===== src/rtl/rs_pkg.sv =====
// Shared constants, entry layout and CDB capture helper for the reservation station.
package rs_pkg;

    localparam int unsigned RS_DEPTH   = 4;
    localparam int unsigned RS_INSTR_W = 16;
    localparam int unsigned RS_TAG_W   = 8;
    localparam int unsigned RS_DATA_W  = 128;

    typedef struct packed {
        logic [RS_TAG_W-1:0]  tag;
        logic                 rdy;
        logic [RS_DATA_W-1:0] data;
    } rs_operand_t;

    typedef struct packed {
        logic                  busy;
        logic [RS_INSTR_W-1:0] instr;
        logic [RS_TAG_W-1:0]   wb_tag;
        rs_operand_t           s0;
        rs_operand_t           s1;
    } rs_entry_t;

    // A waiting operand of a live entry picks up a matching broadcast result.
    function automatic rs_operand_t cdb_capture(
        input rs_operand_t          op,
        input logic                 live,
        input logic                 cdb_valid,
        input logic [RS_TAG_W-1:0]  cdb_tag,
        input logic [RS_DATA_W-1:0] cdb_data
    );
        rs_operand_t r;
        r = op;
        if (live && !op.rdy && cdb_valid && (op.tag == cdb_tag)) begin
            r.rdy  = 1'b1;
            r.data = cdb_data;
        end
        return r;
    endfunction

endpackage


===== src/rtl/rs_age_matrix.sv =====
// Allocation-order tracker: reports the oldest entry among an eligible set.
module rs_age_matrix #(
    parameter int unsigned DEPTH = 4
) (
    input  logic             clk,
    input  logic             rst,
    input  logic [DEPTH-1:0] alloc,
    input  logic [DEPTH-1:0] free,
    input  logic [DEPTH-1:0] eligible,
    output logic [DEPTH-1:0] oldest
);

    // older_q[i][j] set means entry i was allocated before entry j.
    logic [DEPTH-1:0] older_q [DEPTH];
    logic [DEPTH-1:0] older_d [DEPTH];

    always_comb begin
        older_d = older_q;
        for (int unsigned i = 0; i < DEPTH; i++) begin
            if (free[i]) older_d[i] = '0;
        end
        for (int unsigned k = 0; k < DEPTH; k++) begin
            if (alloc[k]) begin
                older_d[k] = '0;
                for (int unsigned j = 0; j < DEPTH; j++) begin
                    if (j != k) older_d[j][k] = 1'b1;
                end
            end
        end
    end

    always_ff @(posedge clk or negedge rst) begin
        if (!rst) begin
            for (int unsigned i = 0; i < DEPTH; i++) older_q[i] <= '0;
        end else begin
            older_q <= older_d;
        end
    end

    always_comb begin
        oldest = '0;
        for (int unsigned i = 0; i < DEPTH; i++) begin
            oldest[i] = eligible[i];
            for (int unsigned j = 0; j < DEPTH; j++) begin
                if (eligible[j] && older_q[j][i]) oldest[i] = 1'b0;
            end
        end
    end

endmodule


===== src/rtl/res_station.sv =====
// Reservation station: holds renamed ops until both operands are ready, issues oldest first.
module res_station
    import rs_pkg::*;
#(
    parameter int unsigned DEPTH   = RS_DEPTH,
    parameter int unsigned INSTR_W = RS_INSTR_W,
    parameter int unsigned TAG_W   = RS_TAG_W,
    parameter int unsigned DATA_W  = RS_DATA_W
) (
    input  logic                       clk,
    input  logic                       rst,
    input  logic                       flush,
    input  logic                       alloc_valid,
    output logic                       alloc_ready,
    input  logic [INSTR_W-1:0]         alloc_instr,
    input  logic [TAG_W-1:0]           alloc_wb_tag,
    input  logic [TAG_W-1:0]           alloc_s0_tag,
    input  logic [TAG_W-1:0]           alloc_s1_tag,
    input  logic                       alloc_s0_rdy,
    input  logic                       alloc_s1_rdy,
    input  logic [DATA_W-1:0]          alloc_s0_data,
    input  logic [DATA_W-1:0]          alloc_s1_data,
    input  logic                       cdb_valid,
    input  logic [TAG_W-1:0]           cdb_tag,
    input  logic [DATA_W-1:0]          cdb_data,
    output logic                       issue_valid,
    input  logic                       issue_ready,
    output logic [INSTR_W-1:0]         issue_instr,
    output logic [TAG_W-1:0]           issue_wb_tag,
    output logic [DATA_W-1:0]          issue_d0,
    output logic [DATA_W-1:0]          issue_d1,
    output logic [$clog2(DEPTH+1)-1:0] count
);

    localparam int unsigned CNT_W = $clog2(DEPTH + 1);

    rs_entry_t        ent_q [DEPTH];
    rs_entry_t        ent_d [DEPTH];
    logic [CNT_W-1:0] count_q;
    logic [DEPTH-1:0] busy, elig, free_oh, alloc_oh, issue_oh, sel_oh, age_alloc, age_free;
    logic             alloc_fire, issue_fire;
    rs_operand_t      src0, src1;

    always_comb begin
        for (int unsigned i = 0; i < DEPTH; i++) begin
            busy[i] = ent_q[i].busy;
            elig[i] = ent_q[i].busy && ent_q[i].s0.rdy && ent_q[i].s1.rdy;
        end
    end

    assign alloc_ready = (count_q < CNT_W'(DEPTH));
    assign issue_valid = |elig;
    assign alloc_fire  = alloc_valid && alloc_ready;
    assign issue_fire  = issue_valid && issue_ready;
    assign count       = count_q;

    // Lowest-index free slot; slots freed by this cycle's issue still read busy.
    always_comb begin
        free_oh = '0;
        for (int i = int'(DEPTH) - 1; i >= 0; i--) begin
            if (!busy[i]) begin
                free_oh    = '0;
                free_oh[i] = 1'b1;
            end
        end
    end

    assign alloc_oh  = alloc_fire ? free_oh : '0;
    assign issue_oh  = issue_fire ? sel_oh : '0;
    assign age_alloc = flush ? '0 : alloc_oh;
    assign age_free  = flush ? '1 : issue_oh;

    rs_age_matrix #(.DEPTH(DEPTH)) u_age (
        .clk      (clk),
        .rst      (rst),
        .alloc    (age_alloc),
        .free     (age_free),
        .eligible (elig),
        .oldest   (sel_oh)
    );

    // Incoming sources may be satisfied by the broadcast in flight this cycle.
    always_comb begin
        src0 = '{tag: RS_TAG_W'(alloc_s0_tag), rdy: alloc_s0_rdy, data: RS_DATA_W'(alloc_s0_data)};
        src1 = '{tag: RS_TAG_W'(alloc_s1_tag), rdy: alloc_s1_rdy, data: RS_DATA_W'(alloc_s1_data)};
        src0 = cdb_capture(src0, 1'b1, cdb_valid, RS_TAG_W'(cdb_tag), RS_DATA_W'(cdb_data));
        src1 = cdb_capture(src1, 1'b1, cdb_valid, RS_TAG_W'(cdb_tag), RS_DATA_W'(cdb_data));
    end

    always_comb begin
        for (int unsigned i = 0; i < DEPTH; i++) begin
            ent_d[i]    = ent_q[i];
            ent_d[i].s0 = cdb_capture(ent_q[i].s0, ent_q[i].busy, cdb_valid,
                                      RS_TAG_W'(cdb_tag), RS_DATA_W'(cdb_data));
            ent_d[i].s1 = cdb_capture(ent_q[i].s1, ent_q[i].busy, cdb_valid,
                                      RS_TAG_W'(cdb_tag), RS_DATA_W'(cdb_data));
            if (issue_oh[i]) ent_d[i].busy = 1'b0;
            if (alloc_oh[i]) begin
                ent_d[i].busy   = 1'b1;
                ent_d[i].instr  = RS_INSTR_W'(alloc_instr);
                ent_d[i].wb_tag = RS_TAG_W'(alloc_wb_tag);
                ent_d[i].s0     = src0;
                ent_d[i].s1     = src1;
            end
            if (flush) begin
                ent_d[i].busy   = 1'b0;
                ent_d[i].s0.rdy = 1'b0;
                ent_d[i].s1.rdy = 1'b0;
            end
        end
    end

    always_ff @(posedge clk or negedge rst) begin
        if (!rst) begin
            for (int unsigned i = 0; i < DEPTH; i++) ent_q[i] <= '0;
            count_q <= '0;
        end else begin
            ent_q   <= ent_d;
            count_q <= flush ? '0 : count_q + CNT_W'(alloc_fire) - CNT_W'(issue_fire);
        end
    end

    // One-hot select; all outputs read zero when nothing is eligible.
    always_comb begin
        issue_instr  = '0;
        issue_wb_tag = '0;
        issue_d0     = '0;
        issue_d1     = '0;
        for (int unsigned i = 0; i < DEPTH; i++) begin
            if (sel_oh[i]) begin
                issue_instr  = issue_instr  | INSTR_W'(ent_q[i].instr);
                issue_wb_tag = issue_wb_tag | TAG_W'(ent_q[i].wb_tag);
                issue_d0     = issue_d0     | DATA_W'(ent_q[i].s0.data);
                issue_d1     = issue_d1     | DATA_W'(ent_q[i].s1.data);
            end
        end
    end

endmodule


===== config.mk =====
export PLATFORM = sky130hd
export DESIGN_NAME = res_station
export DESIGN_NICKNAME = d
export VERILOG_FILES = /design/src/rtl/rs_pkg.sv /design/src/rtl/rs_age_matrix.sv /design/src/rtl/res_station.sv
export SDC_FILE = /design/constraint.sdc
export NUM_CORES = 2
export LEC_CHECK = 0
export ABC_AREA = 1
export CAP_MARGIN = 20
export CORE_ASPECT_RATIO = 0.75
export CORE_UTILIZATION = 40
export DETAILED_ROUTE_END_ITERATION = 10
export GPL_TIMING_DRIVEN = 1
export SKIP_CTS_REPAIR_TIMING = 1
export SLEW_MARGIN = 20
export SYNTH_ARGS = -nofsm -noshare
export SYNTH_HDL_FRONTEND = slang
export SYNTH_HIERARCHICAL = 1
export SYNTH_SLANG_ARGS = --single-unit

===== constraint.sdc =====
create_clock -name clk -period 2.77 [get_ports clk]
set_clock_uncertainty 0.05 [all_clocks]
set_input_delay 0.554 -clock clk [delete_from_list [all_inputs] [get_ports clk]]
set_output_delay 0.554 -clock clk [all_outputs]
set_load 0.005 [all_outputs]

---- After elaboration in Yosys (flattened, before gate mapping) ----
Cells that the tools add are included.
word-level totals
  register bits after elaboration ......... 1,215
  bits of input ports ..................... 440
  output and inout bits ................... 285
  logic and storage cells ................. 270
cells by class
  add/sub/neg operators ................... 2
  order comparisons ....................... 1
  equality and inequality tests ........... 10
  multiplexer cells ....................... 91
  bitwise gates (word level) .............. 12
  reductions and logical operators ........ 101
operators by type and width
  operator                                           count
  2-to-1 mux 129 bit                                 10
  2-to-1 mux 299 bit                                 4
  2-to-1 mux 128 bit                                 8
  bitwise OR 128 bit                                 6
  equality test 8 bit                                10
  nonzero test 3 bit                                 24
  2-to-1 mux 16 bit                                  4
  2-to-1 mux 4 bit                                   16
  logical AND 1 bit                                  54
  bitwise OR 16 bit                                  3
  2-to-1 mux 1 bit                                   44
  2-to-1 mux 8 bit                                   4
  bitwise OR 8 bit                                   3
  nonzero test 2 bit                                 12
  logical NOT 1 bit                                  10
  OR reduction 4 bit                                 1
  adder 3 x 1 -> 3 bit                               1
  less-than comparator 3 bit, second input constant  1
  2-to-1 mux 3 bit                                   1
  subtractor 3 x 1 -> 3 bit                          1

---- Longest topological paths before layout ----
  depth in word-level cells ............... 14
  depth in mapped cells ................... 13
  mapped depth without buffers ............ 10

---- Modules after synthesis ----
Netlist, hierarchy kept.
modules (own cells, without submodules)
  module         instances  cells each  area an instance (um^2)
  res_station    1          11,872      77,145.2
  rs_age_matrix  1          71          530.5

---- Worst setup path before layout ----
No wires, ideal clock.
  path kind ............................... flip-flop to output port
  start point ............................. reg ent_q, in the netlist busy[1]
  end point ............................... out issue_d1[100]
  arrival ................................. 1.803 ns
  data required time ...................... 2.166 ns
  slack ................................... 0.363 ns
  stages on the path, launching flop included .. 10
  path buffers ............................ 3
  cell sequence ........................... dfrtp_1 nand3_1 inv_1 nand2_1 nor2_1 clkbuf_1 clkbuf_1 clkbuf_1 nand2_1 nand4_1
RTL lines
  item                                                          line                 RTL
  from (decl)                                                   res_station.sv:37    rs_entry_t ent_q [DEPTH];
  from (signal assigned)                                        res_station.sv:118   ent_q <= ent_d;
  logical AND 1 bit (*) (2 in a row)                            res_station.sv:47    elig[i] = ent_q[i].busy && ent_q[i].s0.rdy && ent_q[i].s1.rdy;
  net elig[1]                                                   res_station.sv:40    logic [DEPTH-1:0] busy, elig, free_oh, alloc_oh, issue_oh, sel_oh, age_alloc, age_free;
  2-to-1 mux 1 bit / logical AND 1 bit (equally long branches)  rs_age_matrix.sv:45  if (eligible[j] && older_q[j][i]) oldest[i] = 1'b0;
  2-to-1 mux 1 bit (*) (3 in a row)                             rs_age_matrix.sv:45
  net sel_oh[1]                                                 res_station.sv:40
  2-to-1 mux 128 bit (*)                                        res_station.sv:130   if (sel_oh[i]) begin
  bitwise OR 128 bit                                            res_station.sv:134   issue_d1 = issue_d1 | DATA_W'(ent_q[i].s1.data);
  2-to-1 mux 128 bit (*)                                        res_station.sv:130
  bitwise OR 128 bit                                            res_station.sv:134
  2-to-1 mux 128 bit (*)                                        res_station.sv:130
  to (decl)                                                     res_station.sv:31    output logic [DATA_W-1:0] issue_d1,
The timed path passes the listed nets; every way through them passes the cells marked *.

---- Worst setup path in the final report ----
  start point ............................. reg ent_q, in the netlist busy[1]
  end point ............................... out issue_d1[44]
between the ends
  cells in the longest elaborated chain, start to end .. 13
RTL lines
  item                                line
  logical AND 1 bit (*) (2 in a row)  res_station.sv:47
  net elig[1]                         res_station.sv:40
  logical AND 1 bit (*)               rs_age_matrix.sv:45
  2-to-1 mux 1 bit (*) (3 in a row)   rs_age_matrix.sv:45
  net sel_oh[0]                       res_station.sv:40
  2-to-1 mux 128 bit (*)              res_station.sv:130
  bitwise OR 128 bit                  res_station.sv:134
  2-to-1 mux 128 bit (*)              res_station.sv:130
  bitwise OR 128 bit                  res_station.sv:134
  2-to-1 mux 128 bit (*)              res_station.sv:130
  bitwise OR 128 bit                  res_station.sv:134
  2-to-1 mux 128 bit (*)              res_station.sv:130
Marked as above.

==> results.md <==
- Switching fraction of total power: between 30 and 40%
- Worst skew pair latency: approximately 0.8 ns
- Crit Path Category: reg -> out
- Switch Pwr: 26.4 mW
- Most frequent cells in the layout: nand2_1, nand3_1, dfrtp_1
- CTS tree: done
- Layout area overhead: 32.7%
- Worst Path Required: roughly 2.2 ns
- Post-DP HPWL: approximately 270 mm
- Clk sink count: 1211
- CP max stage delay: 0.39 ns
- Hold/Removal Path Class: in -> reg
- Tmin final: about 3.6 ns
- Routed Antenna Nets: 0
- Most common cell after layout, fill and taps aside: nand2_1
- Worst r2r path cells: 11
- Cells along the critical path: nand3_2, inv_2, nand2_1, nand2_2, nor2_4, buf_12, buf_12, clkbuf_16, buf_12, buf_4, nand2_1, nand4_1, buf_2
- Final Setup Violations: roughly 280
- CP Depth: 13
- Fmax: 0.277 GHz
- Cell taking the most area after synthesis: dfrtp_1
- Most Frequent Cell on Critical Path: buf_12
- CTS buffer count: 137
- Reg power frac: 39.4%
- CTS Root Cell: clkbuf_16
- Total routed wirelength: 408 mm
- # fillers: 18.5k
- Ports: between 700 and 800
- Gate power share: 32.2%
- Hold path depth: 3
- Synthesized area: 77700 µm²
- Via/cell ratio: 5.88
- Critical Path Fanout Max: 5
- Largest cells by area after synthesis: dfrtp_1, nand3_1, nand2_1
- Syn_area_per_cell: 6.50 µm²
- Total track usage: 39.1%
- Pint: 43.0 mW
- First-pass GRT wire length: 575 mm
- Number of max-cap violations: 0
- Deepest level of the CTS H-tree: 4
- Share of the synthesized area in the top cell type: 39.0%
- 1st-iter DRT viols: roughly 13k
- Congestion Overflow GR: 0
- Chip width: 511 µm
- Share of cells above drive strength 1: around 15%
- DRC: 0
- Data arrival, critical path: 3.00 ns
- #FFs+latches synth: between 1k and 1.5k
- Distinct cells, synth: 28
- Pin count of the biggest net entering global routing: 70
- Initial antenna violation count: 21
- Tightest Pin Transition: 0.855 ns
- Crit path launch type: flop
- TritonRoute pass-1 iters: 8
- Max Root-Sink Buffers: 3
- # rows: 139
- Port bufs: 724
- Wire per inst: roughly 26 µm
- PD cells: 673 nW/µm²
- Slowest CP cell: dfrtp_1
- CP top delay family: buffers and inverters
- Failing checks: negative setup slack
- Post-Synthesis Cells: roughly 12k
- Number of global-route vias before repair: 87.2k
- Slew HR: between 40% and 50%
- Status: finished with violations
- Final hold violations: 0
- Fin worst setup slack: -0.834 ns
- Core area: 192000 µm²
- Via count: between 90k and 100k
- Final nets: 13.4k
- Initial Util: between 40% and 50%
- RSZ-0062 raised after global routing: true
- Worst VDD drop: approximately 0.67 mV
- Final Cycle Share: 130%
- Total power: around 70 mW
- Gpl congestion: between 0.9 and 1
- Fin util: 53.6%
- Post-synth net total: 12.4k
- Static leakage: 55.6 nW
- Die H: approximately 380 µm
- Fin. max-slew vios: 0
- Critical Path End Type: output port
- Die footprint: 196000 µm²
- WP buf/inv: 7
- Seq/Total Area, Yosys: about two fifths
- Clock network power share: 28.4%
- Hold Slack: 0.314 ns
- Warnings, synthesis: 6
- CTS clk-pin slew, worst paths: 0.06 ns
[stage by stage]
step,worst slack [ns],cell area [µm²],setup TNS [ns],cells
2_1_floorplan,0.363,77700,0,11900
3_3_place_gp,-0.263,94900,-113.40,15100
3_5_place_dp,-0.261,94900,-122.26,15100
4_1_cts,-1.14,99600,-273.85,15400
5_1_grt,-0.841,103000,-191.86,15600
6_report,-0.834,103000,-175.75,15600
[routing by layer]
layer,vias to the layer above,wire (µm),global-route usage (%)
li1,40000,-,-
met1,43100,153000,50.6
met2,7240,171000,58.3
met3,1617,53800,9.69
met4,10,30100,24.9
met5,-,71,0.168
[power by group through the flow]
stage / logic, mW / registers (mW) / clock network [mW]
2_1_floorplan: 13.3 / 26.1 / 0
3_3_place_gp: 21.2 / 27.2 / 0
3_5_place_dp: 21.7 / 27.3 / 0
4_1_cts: 21.8 / 27.0 / 19.7
5_1_grt: 24.6 / 27.9 / 20.4
6_report: 22.3 / 27.4 / 19.7
[layout make-up]
class,instances,area [µm²],share of cell area [%]
Antenna cell,18,45.0,0.0437
Clock buffer,202,4040,3.92
Multi-Input combinational cell,8221,38100,37.0
Inverter,1641,6190,6.01
Clock inverter,45,594,0.577
Tap cell,2538,3180,3.08
Timing Repair Buffer,1769,20600,20.0
Sequential cell,1211,30300,29.4
[tightest hold or removal path: stages]
cell and delay, ns:
clkdlybuf4s50_1 0.40, inv_1 0.10, o21ai_1 0.08
[registers in the layout (all words and copies together) (netlist names)]
register       count
ent_q           1192
u_age/older_q     12
busy               4
count              3
[synthesized netlist by cell type, drive strengths merged]
master,number
a21oi,7
and2,1
buf,651
clkbuf,219
clkinv,528
dfrtp,1211
fa,1
ha,2
inv,1113
nand2,3914
nand3,3358
nand4,291
nor2,439
nor3,1
o21ai,165
o21bai,2
xnor2,37
xor2,3
[final timing paths]
path / startpoint / to / slack, ns
max: busy[1]$_DFFE_PN0P_ / issue_d1[44] / -0.83
min: alloc_instr[3] / ent_q[584]$_DFFE_PN0P_ / 0.31
max reg2reg: ent_q[427]$_DFFE_PN0P_ / count[2]$_DFF_PN0_ / 0.28
min reg2reg: ent_q[578]$_DFFE_PN0P_ / ent_q[578]$_DFFE_PN0P_ / 0.44
max in group asynchronous: rst / ent_q[358]$_DFFE_PN0P_ / 1.21
min in group asynchronous: rst / ent_q[143]$_DFFE_PN0P_ / 0.34
[cell families (layout without fill, tap and decap cells)]
family          Yosys count  after routing  synth area share [%]
other cells               0             18                     0
fa+ha+maj                 3              3                0.0580
xor+xnor                 40             40                 0.451
simple gates           8004           8004                  46.0
compound gates          174            174                  1.13
buf+inv                2511           3657                  13.3
flops                  1211           1211                  39.0
Power figures use the tool's default switching activity.
